## src/rtl/mem_stage.sv

```systemverilog
// MIPS memory stage: EX/MEM latch, data-memory handshake with wait states, branch resolve, writeback regs.
// Optional DMEM_TIMEOUT_EN aborts an access left unacknowledged for TIMEOUT_CYCLES cycles.
//   state  | meaning
//   IDLE   | latch empty or holding a non-memory op
//   ACCESS | memory op latched, request driven, waiting for ack
module mem_stage #(
  parameter int TIMEOUT_CYCLES = 16
) (
  input  logic        clk,
  input  logic        rst,
  input  logic        valid_i,
  input  logic        mem_read_i,
  input  logic        mem_write_i,
  input  logic        branch_i,
  input  logic        reg_write_i,
  input  logic        mem_to_reg_i,
  input  logic [31:0] alu_out_i,
  input  logic [31:0] rt_val_i,
  input  logic [4:0]  reg_dst_addr_i,
  input  logic        zero_i,
  input  logic [31:0] pc_branch_i,
  output logic        stall_o,
  output logic        pcsrc_o,
  output logic [31:0] branch_target_o,
  output logic        dmem_req_o,
  output logic        dmem_we_o,
  output logic [31:0] dmem_addr_o,
  output logic [31:0] dmem_wdata_o,
  input  logic        dmem_ack_i,
  input  logic [31:0] dmem_rdata_i,
  output logic        wb_valid_o,
  output logic        wb_reg_write_o,
  output logic [4:0]  wb_addr_o,
  output logic [31:0] wb_data_o,
  output logic        err_o
);

  typedef enum logic {IDLE = 1'b0, ACCESS = 1'b1} state_t;

  state_t      state, next_state;
  logic        lat_valid, lat_mem_write, lat_branch, lat_reg_write, lat_mem_to_reg, lat_zero;
  logic [31:0] lat_alu, lat_rt, lat_pc;
  logic [4:0]  lat_dst;
  logic        timeout_hit, done, capture, new_mem, wb_fire;

  // An access finishes on ack, or on timeout when that feature is built in.
  assign done    = ((state == ACCESS) & dmem_ack_i) | timeout_hit;
  assign capture = valid_i & ~stall_o;
  assign new_mem = capture & (mem_read_i | mem_write_i);
  assign wb_fire = ((state == IDLE) & lat_valid) | done;

  always_ff @(posedge clk) begin
    if (rst) state <= IDLE;
    else     state <= next_state;
  end

  always_comb begin
    next_state = state;
    case (state)
      IDLE:    next_state = new_mem ? ACCESS : IDLE;
      ACCESS:  if (done) next_state = new_mem ? ACCESS : IDLE;
      default: next_state = IDLE;
    endcase
  end

  always_comb begin
    stall_o    = (state == ACCESS) & ~done;
    dmem_req_o = (state == ACCESS);
    dmem_we_o  = (state == ACCESS) & lat_mem_write;
  end

  assign dmem_addr_o     = lat_alu;
  assign dmem_wdata_o    = lat_rt;
  assign pcsrc_o         = lat_valid & lat_branch & lat_zero;
  assign branch_target_o = lat_pc;

  always_ff @(posedge clk) begin
    if (rst) begin
      lat_valid      <= 1'b0;
      lat_mem_write  <= 1'b0;
      lat_branch     <= 1'b0;
      lat_reg_write  <= 1'b0;
      lat_mem_to_reg <= 1'b0;
      lat_zero       <= 1'b0;
      lat_alu        <= '0;
      lat_rt         <= '0;
      lat_pc         <= '0;
      lat_dst        <= '0;
    end else if (!stall_o) begin
      lat_valid <= valid_i;
      if (capture) begin
        lat_mem_write  <= mem_write_i;
        lat_branch     <= branch_i;
        lat_reg_write  <= reg_write_i;
        lat_mem_to_reg <= mem_to_reg_i;
        lat_zero       <= zero_i;
        lat_alu        <= alu_out_i;
        lat_rt         <= rt_val_i;
        lat_pc         <= pc_branch_i;
        lat_dst        <= reg_dst_addr_i;
      end
    end
  end

  always_ff @(posedge clk) begin
    if (rst) begin
      wb_valid_o     <= 1'b0;
      wb_reg_write_o <= 1'b0;
      wb_addr_o      <= '0;
      wb_data_o      <= '0;
    end else begin
      wb_valid_o <= wb_fire;
      if (wb_fire) begin
        wb_addr_o      <= lat_dst;
        wb_data_o      <= lat_mem_to_reg ? dmem_rdata_i : lat_alu;
        wb_reg_write_o <= lat_reg_write & ~timeout_hit;
      end
    end
  end

`ifdef DMEM_TIMEOUT_EN
  localparam int CW = $clog2(TIMEOUT_CYCLES + 1);
  logic [CW-1:0] to_cnt;
  logic          err_q;

  // Down-counter reloaded per transaction; terminal count marks the last allowed ACCESS cycle.
  always_ff @(posedge clk) begin
    if (rst) begin
      to_cnt <= '0;
      err_q  <= 1'b0;
    end else begin
      err_q <= timeout_hit;
      if (new_mem)                           to_cnt <= CW'(TIMEOUT_CYCLES - 1);
      else if (state == ACCESS && to_cnt != '0) to_cnt <= to_cnt - CW'(1);
    end
  end

  assign timeout_hit = (state == ACCESS) & ~dmem_ack_i & (to_cnt == '0);
  assign err_o       = err_q;
`else
  logic unused_timeout_cfg;
  assign unused_timeout_cfg = (TIMEOUT_CYCLES != 0);
  assign timeout_hit        = 1'b0;
  assign err_o              = 1'b0;
`endif

endmodule
```

## config.mk

```make
export PLATFORM = sky130hd
export DESIGN_NAME = mem_stage
export DESIGN_NICKNAME = d
export VERILOG_FILES = /design/src/rtl/mem_stage.sv
export SDC_FILE = /design/constraint.sdc
export NUM_CORES = 1
export LEC_CHECK = 0
export BUFFER_PORTS_ARGS = -buffer_cell sky130_fd_sc_hd__buf_2
export CORE_ASPECT_RATIO = 1.75
export CORE_MARGIN = 2
export CORE_UTILIZATION = 45
export DETAILED_ROUTE_END_ITERATION = 6
export HOLD_SLACK_MARGIN = 0.02
export PLACE_DENSITY = 0.78
export SYNTH_ARGS = -nofsm -noshare
export SYNTH_HDL_FRONTEND = slang
export SYNTH_SLANG_ARGS = --single-unit
```

## constraint.sdc

```tcl
create_clock -name clk -period 1.8 [get_ports clk]
set_clock_uncertainty 0.2 [all_clocks]
set_input_delay 0.54 -clock clk [delete_from_list [all_inputs] [get_ports clk]]
set_output_delay 0.54 -clock clk [all_outputs]
set_load 0.005 [all_outputs]
```

## After elaboration in Yosys (flattened, before gate mapping)

Index checks and enable logic that the tools add are counted.

- Bits in registers: 147
- Latch bits: 0
- Bits in writable memories: 0
- Memory bits (read-only): 0
- Output and inout port bits: 140
- Logic and storage cells: 33
- Memories: 0

- Add/sub/neg operators: 0
- Multiply operators: 0
- Div/mod/pow operators: 0
- Order comparisons: 0
- Equality and inequality tests: 0
- Shift-type cells: 0
- Multiplexer cells: 4
- Bitwise gates (word level): 13
- Reduce and logical (&&, ||, !) cells: 1

Operators by type and width:

| kind | number |
|---|---|
| $mux W32 | 1 |
| $and A1 B1 Y1 | 8 |
| $not A1 Y1 | 3 |
| $mux W1 | 2 |
| $or A1 B1 Y1 | 2 |
| $pmux W1 S2 | 1 |
| $reduce_and A2 Y1 | 1 |

## Depth between registers and ports, before layout

Gate-level depths: netlist of the first run.

- Depth in word-level cells: 9
- Mapped depth: 7
- Gate-level depth less buffers: 4

## Worst setup path before layout of the first run

OpenSTA, ideal clock, no wires.

- Path type: in2out
- Start: input port dmem_ack_i
- End: output port stall_o
- Data arrival time: 1,105 ps
- Setup slack: -45 ps
- Stages on the path: 5
- Path buffers: 3
- Cells stage by stage: nand2b_1 -> buf_6 -> inv_6 -> buf_6 -> buf_6

- Longest elaborated chain between the ends: 3

RTL lines:

| item | line | source |
|---|---|---|
| start: declaration | 29 | `input logic dmem_ack_i,` |
| $and A1 B1 Y1 | 47 | `assign done = ((state == ACCESS) & dmem_ack_i) \| timeout_hit;` |
| $not A1 Y1 | 67 | `stall_o = (state == ACCESS) & ~done;` |
| $and A1 B1 Y1 | 67 |  |
| end: declaration | 22 | `output logic stall_o,` |

No other way between the ends.

## Final worst setup path of the first run

- Start: register lat_valid
- End: output port pcsrc_o

- Longest elaborated chain between the ends: 2

RTL lines:

| item | line | source |
|---|---|---|
| start: declaration | 41 | `logic lat_valid, lat_mem_write, lat_branch, lat_reg_write, lat_mem_to_reg, lat_zero;` |
| start signal: assignment | 90 | `lat_valid <= valid_i;` |
| $and A1 B1 Y1 (2 in a row) | 74 | `assign pcsrc_o = lat_valid & lat_branch & lat_zero;` |
| end: declaration | 23 | `output logic pcsrc_o,` |

No other way between the ends.

==> flow_metrics.env, run 1 <==
export IMPL_fin_cells=1108
export IMPL_syn2layout_area_growth_pct=38.9
export IMPL_synth_cell_types=22
export IMPL_post_place_ws_ps=34.1
export IMPL_layout_common_cells="buf_2, dfxtp_1, a21oi_1, nand3_1, o21ai_0"
export IMPL_critical_path_cell_chain="and3_4 -> buf_6"
export IMPL_tritoncts="yes"
export IMPL_nNetsFinal=1062
export IMPL_antenna_found_initial=5
export IMPL_intPower_w=0.00599
export IMPL_peakVddDrop_v=0.000656
export IMPL_finalSetupViolCount=0
export IMPL_port_buffers=281
export IMPL_syn_nets=810
export IMPL_numCtsBuffers=17
export IMPL_start_kind="register"
export IMPL_routedWlPerCell_um=16.4
export IMPL_synth_seq_area_share_pct=50.3
export IMPL_critPathTopFamily="flip-flops"
export IMPL_clkTransAtPathRegs_ps=70
export IMPL_place_area_um2=7470
export IMPL_slew_viol_final=0
export IMPL_p_sw_share_pct=26.8
export IMPL_grt_start_max_net_pins=66
export IMPL_yosysTopAreaCell="dfxtp_1"
export IMPL_pwr_share_clk_pct=42.3
export IMPL_combinationalPowerShare_pct=13.9
export IMPL_dr_pass1_iters=5
export IMPL_cap_violations=0
export IMPL_gp_congestion=0.876
export IMPL_yosysWarnings=0
export IMPL_insertion_delay_ps=410
export IMPL_clockBufferDepth=2
export IMPL_crit_buf_inv=1
export IMPL_whs_ps=179
export IMPL_syn_inst=667
export IMPL_synth_avg_cell_area_um2=8.77
export IMPL_worst_path_max_fanout=3
export IMPL_drt_wl_total_um=18100
export IMPL_path_class="register to output port"
export IMPL_cpMaxStageDelayCell="dfxtp_2"
export IMPL_status="complete, no violations"
export IMPL_r2r_end="wb_data_o[17]"
export IMPL_dieHeight_um=155
export IMPL_fmax_mhz=567
export IMPL_cpPeakStageDelay_ps=340
export IMPL_fin_area_um2=8130
export IMPL_fin_crit_sh_pct=98.0
export IMPL_dieArea_um2=14000
export IMPL_worstPathArrival_ps=1020
export IMPL_drtAntennaViolNets=0
export IMPL_finalCriticalPeriod_ps=1760
export IMPL_drive_gt1_share_pct=39.5
export IMPL_layout_setup_ws_ps=35.2
export IMPL_start_util_pct=45.7
export IMPL_num_vias=5963
export IMPL_regToRegSetupSlack_ps=230
export IMPL_synth_area_top_cells="dfxtp_1, a21oi_1, nand3_1"
export IMPL_synth_area_um2=5850
export IMPL_track_usage_pct=25.0
export IMPL_ys_ff_latch=147
export IMPL_grt_pass1_wl_um=28200
export IMPL_boundaryPins=283
export IMPL_powerDensity_nw_per_um2=1010
export IMPL_r2r_start="dmem_req_o"
export IMPL_hold_class="input pin to register"
export IMPL_reg2reg_depth=5
export IMPL_core_rowCount=55
export IMPL_root_buffer="clkbuf_16"
export IMPL_synth_top_area_share_pct=50.3
export IMPL_core_area_um2=12800
export IMPL_crit_required_ps=1060
export IMPL_viasPerCell=5.38
export IMPL_grt_overflow_total=0
export IMPL_fin_util_pct=63.5
export IMPL_drc=0
export IMPL_hpwl_um=12400
export IMPL_drtIter0Drc=341
export IMPL_p_sw_w=0.00220
export IMPL_seqPwrFrac_pct=43.7
export IMPL_clkSinkCount=147
export IMPL_leakage_nw=3.59
export IMPL_final_hold_violation_count=0
export IMPL_die_w_um=90.2
export IMPL_cp_num_cells=2
export IMPL_cp_startpoint="lat_valid"
export IMPL_worstSetupEndpoint="pcsrc_o"
export IMPL_htree_levels=4
export IMPL_grt_pass1_vias=5443
export IMPL_end_kind="output port"
export IMPL_place_inst=1067
export IMPL_final_common_cell="buf_2"
-- metrics by stage --
stage	TNS, ps	total power (W)
finish	0	0.00818
global route	-0.822	0.00851
CTS	0	0.00824
detailed placement	0	0.00478
global placement	0	0.00475
floorplan	-25.9	0.00424
-- power by group through the flow --
| stage | clock network [W] | registers [W] | logic (W) |
|---|---|---|---|
| after floorplan | 0 | 0.00366 | 0.000575 |
| after global routing | 0.00366 | 0.00361 | 0.00125 |
| final | 0.00346 | 0.00358 | 0.00114 |
| after CTS | 0.00353 | 0.00358 | 0.00114 |
| after global placement | 0 | 0.00364 | 0.00111 |
| after detailed placement | 0 | 0.00365 | 0.00113 |
-- area by class of cell --
| class | count | area, µm² |
|---|---|---|
| Multi-Input combinational cell | 444 | 2540 |
| Timing Repair Buffer | 307 | 1820 |
| Tap cell | 171 | 214 |
| Clock inverter | 14 | 144 |
| Sequential cell | 147 | 2950 |
| Antenna cell | 5 | 12.5 |
| Clock buffer | 18 | 439 |
| Inverter | 2 | 15.0 |
| Fill cell | 1165 | 4670 |
-- kinds of logic after synthesis --
group	Yosys count	synth area share, %
mux	34	5.90
simple gates	156	12.4
buf+inv	76	6.61
compound gates	253	24.7
other cells	1	0.0641
flops	147	50.3
-- synth_stat cells --
cell type,n
a211oi_1,12
mux2i_1,33
buf_2,29
buf_4,4
o21ai_1,18
nand3_1,106
conb_1,1
and2_1,1
buf_6,5
o21ai_0,89
clkbuf_1,32
and3_1,1
dfxtp_1,147
nor2_1,33
mux2_4,1
a21oi_1,114
inv_6,1
a211oi_2,20
nand2_1,14
nand2b_1,1
inv_4,1
clkbuf_2,4
-- how the worst min path moves through the flow --
stage               depth (start not counted)  slack [ps]               to         start
global route                                3         180  dmem_wdata_o[4]   rt_val_i[4]
global placement                            2         240     wb_addr_o[2]  wb_addr_o[2]
finish                                      3         180    lat_reg_write   reg_write_i
CTS                                         3         170    lat_reg_write   reg_write_i
floorplan                                   2         230     wb_addr_o[0]    lat_dst[0]
detailed placement                          2         240     wb_addr_o[2]  wb_addr_o[2]
-- per-layer routing --
layer  track usage (%)  part of all wire, %  vias up
li1                  -                    -     2895
met1              30.0                   39     2783
met2              42.2                   51      243
met3              6.72                  6.4       40
met4              10.7                  3.4        2
met5                 0                0.061        -
-- worst reg2reg max path: stages (launching register included) --
cell and delay, ps:
dfxtp_4 350, buf_4 150, mux2_4 330, buf_12 200, nor2_1 160, a211oi_2 60
-- timing repair --
action / 4_1_cts / 5_1_grt
hold buffers: 0 / 0
gates cloned: 0 / 0
gates resized for setup: 4 / 5
setup endpoints to repair: 4 / 4
setup buffers: 1 / 3
pin swaps: 0 / 0
Note: power is estimated with default switching activity, not from simulation.
==> inputs of run 2 (changes only) <==
Settings changed: REMOVE_ABC_BUFFERS set to 1.
==> run 2 against run 1 <==
Against the previous run:
- routed wire length down 2.5%
- largest cell class unchanged
- utilization about the same
- global-route usage down 0.21 points
- sequential power about the same
- non-clock buffer count is 1 higher
- hold slack hardly changed
- combinational power hardly changed
- sequential share of layout area is essentially flat
==> flow_metrics.env, run 2 (same netlist as run 1, synthesis figures left out) <==
export IMPL_status="complete, no violations"
export IMPL_viasPerCell=5.36
export IMPL_finalCriticalPeriod_ps=1750
export IMPL_drive_gt1_share_pct=39.4
export IMPL_whs_ps=178
export IMPL_intPower_w=0.00628
export IMPL_postCtsHoldBufs=0
export IMPL_worstSetupEndpoint="stall_o"
export IMPL_cap_violations=0
export IMPL_syn2layout_area_growth_pct=38.9
export IMPL_clockBufferDepth=2
export IMPL_p_sw_share_pct=25.2
export IMPL_clkSinkCount=147
export IMPL_dieArea_um2=14000
export IMPL_grt_start_max_net_pins=71
export IMPL_seqPwrFrac_pct=42.6
export IMPL_leakage_nw=3.60
export IMPL_regToRegSetupSlack_ps=180
export IMPL_p_sw_w=0.00212
export IMPL_die_w_um=90.2
export IMPL_start_util_pct=45.7
export IMPL_num_vias=5931
export IMPL_core_area_um2=12800
export IMPL_hpwl_um=12000
export IMPL_numCtsBuffers=17
export IMPL_final_hold_violation_count=0
export IMPL_grt_pass1_wl_um=28100
export IMPL_powerDensity_nw_per_um2=1030
export IMPL_grt_pass1_vias=5644
export IMPL_gp_congestion=0.897
export IMPL_drtAntennaViolNets=0
export IMPL_hold_class="input pin to register"
export IMPL_r2r_end="wb_data_o[21]"
export IMPL_finalSetupViolCount=0
export IMPL_layout_common_cells="buf_2, dfxtp_1, a21oi_1, nand3_1, o21ai_0"
export IMPL_crit_required_ps=1060
export IMPL_peakVddDrop_v=0.000643
export IMPL_final_common_cell="buf_2"
export IMPL_routedWlPerCell_um=16.0
export IMPL_r2r_start="dmem_req_o"
export IMPL_worst_path_max_fanout=5
export IMPL_insertion_delay_ps=400
export IMPL_drtIter0Drc=375
export IMPL_htree_levels=4
export IMPL_pwr_share_clk_pct=44.0
export IMPL_fmax_mhz=570
export IMPL_track_usage_pct=24.8
export IMPL_slew_viol_final=0
export IMPL_end_kind="output port"
export IMPL_port_buffers=281
export IMPL_grt_overflow_total=0
export IMPL_dr_pass1_iters=4
export IMPL_worstPathArrival_ps=1010
export IMPL_fin_crit_sh_pct=97.4
export IMPL_boundaryPins=283
export IMPL_cp_startpoint="dmem_req_o"
export IMPL_reg2reg_depth=5
export IMPL_drc=0
export IMPL_tritoncts="yes"
export IMPL_fin_cells=1107
export IMPL_antenna_found_initial=3
export IMPL_nNetsFinal=1063
export IMPL_dieHeight_um=155
export IMPL_fin_util_pct=63.5
export IMPL_combinationalPowerShare_pct=13.3
export IMPL_clkTransAtPathRegs_ps=60
export IMPL_root_buffer="clkbuf_16"
export IMPL_path_class="register to output port"
export IMPL_drt_wl_total_um=17700
export IMPL_core_rowCount=55
export IMPL_start_kind="register"
export IMPL_place_inst=1066
-- run 2: layer usage --
layer	vias to the layer above	routed length, µm	global-route usage, %	share of wire (%)
li1	2889	-	-	-
met1	2767	6830	28.8	39
met2	233	9340	43.4	53
met3	42	943	5.41	5.3
met4	0	564	11.6	3.2
met5	-	0	0	0
-- run 2: layout make-up --
cell class	instances	area [µm²]
Timing Repair Buffer	308	1780
Multi-Input combinational cell	444	2540
Antenna cell	3	7.51
Inverter	2	15.0
Clock buffer	20	457
Fill cell	1182	4680
Tap cell	171	214
Sequential cell	147	2950
Clock inverter	12	169
-- run 2: worst min path at each step --
stage,cells past startpoint,slack [ps],from,endpoint
floorplan,2,230,lat_dst[0],wb_addr_o[0]
CTS,3,160,branch_i,lat_branch
global placement,2,240,wb_addr_o[4],wb_addr_o[4]
global route,3,170,branch_i,lat_branch
detailed placement,2,240,wb_addr_o[2],wb_addr_o[2]
finish,3,180,alu_out_i[17],dmem_addr_o[17]
-- run 2: timing repair --
action / 4_1_cts / 5_1_grt
endpoints found under the setup margin: 4 / 3
pin swaps: 0 / 1
setup buffers: 5 / 1
resized for setup: 4 / 3
-- run 2: worst max-delay path, cell delays in order, from the launching register on --
cell and delay, ps:
dfxtp_4 380, nand2b_4 80, inv_6 50, buf_2 100
-- run 2: metrics by stage --
stage	setup TNS (ps)	worst slack, ps	total power, W	area, µm²
after floorplan	-231990	-2080	0.00411	5480
after global placement	0	19.8	0.00473	7420
after detailed placement	0	11.8	0.00476	7420
after CTS	0	5.00	0.00847	8090
after global routing	-2.28	-2.28	0.00874	8120
final	0	46.4	0.00839	8120
-- run 2: power by group through the flow --
stage / combinational [W] / sequential [W] / clock [W]
floorplan: 0.000436 / 0.00367 / 0
global placement: 0.00109 / 0.00364 / 0
detailed placement: 0.00111 / 0.00365 / 0
CTS: 0.00112 / 0.00358 / 0.00377
global route: 0.00124 / 0.00360 / 0.00390
finish: 0.00112 / 0.00358 / 0.00369
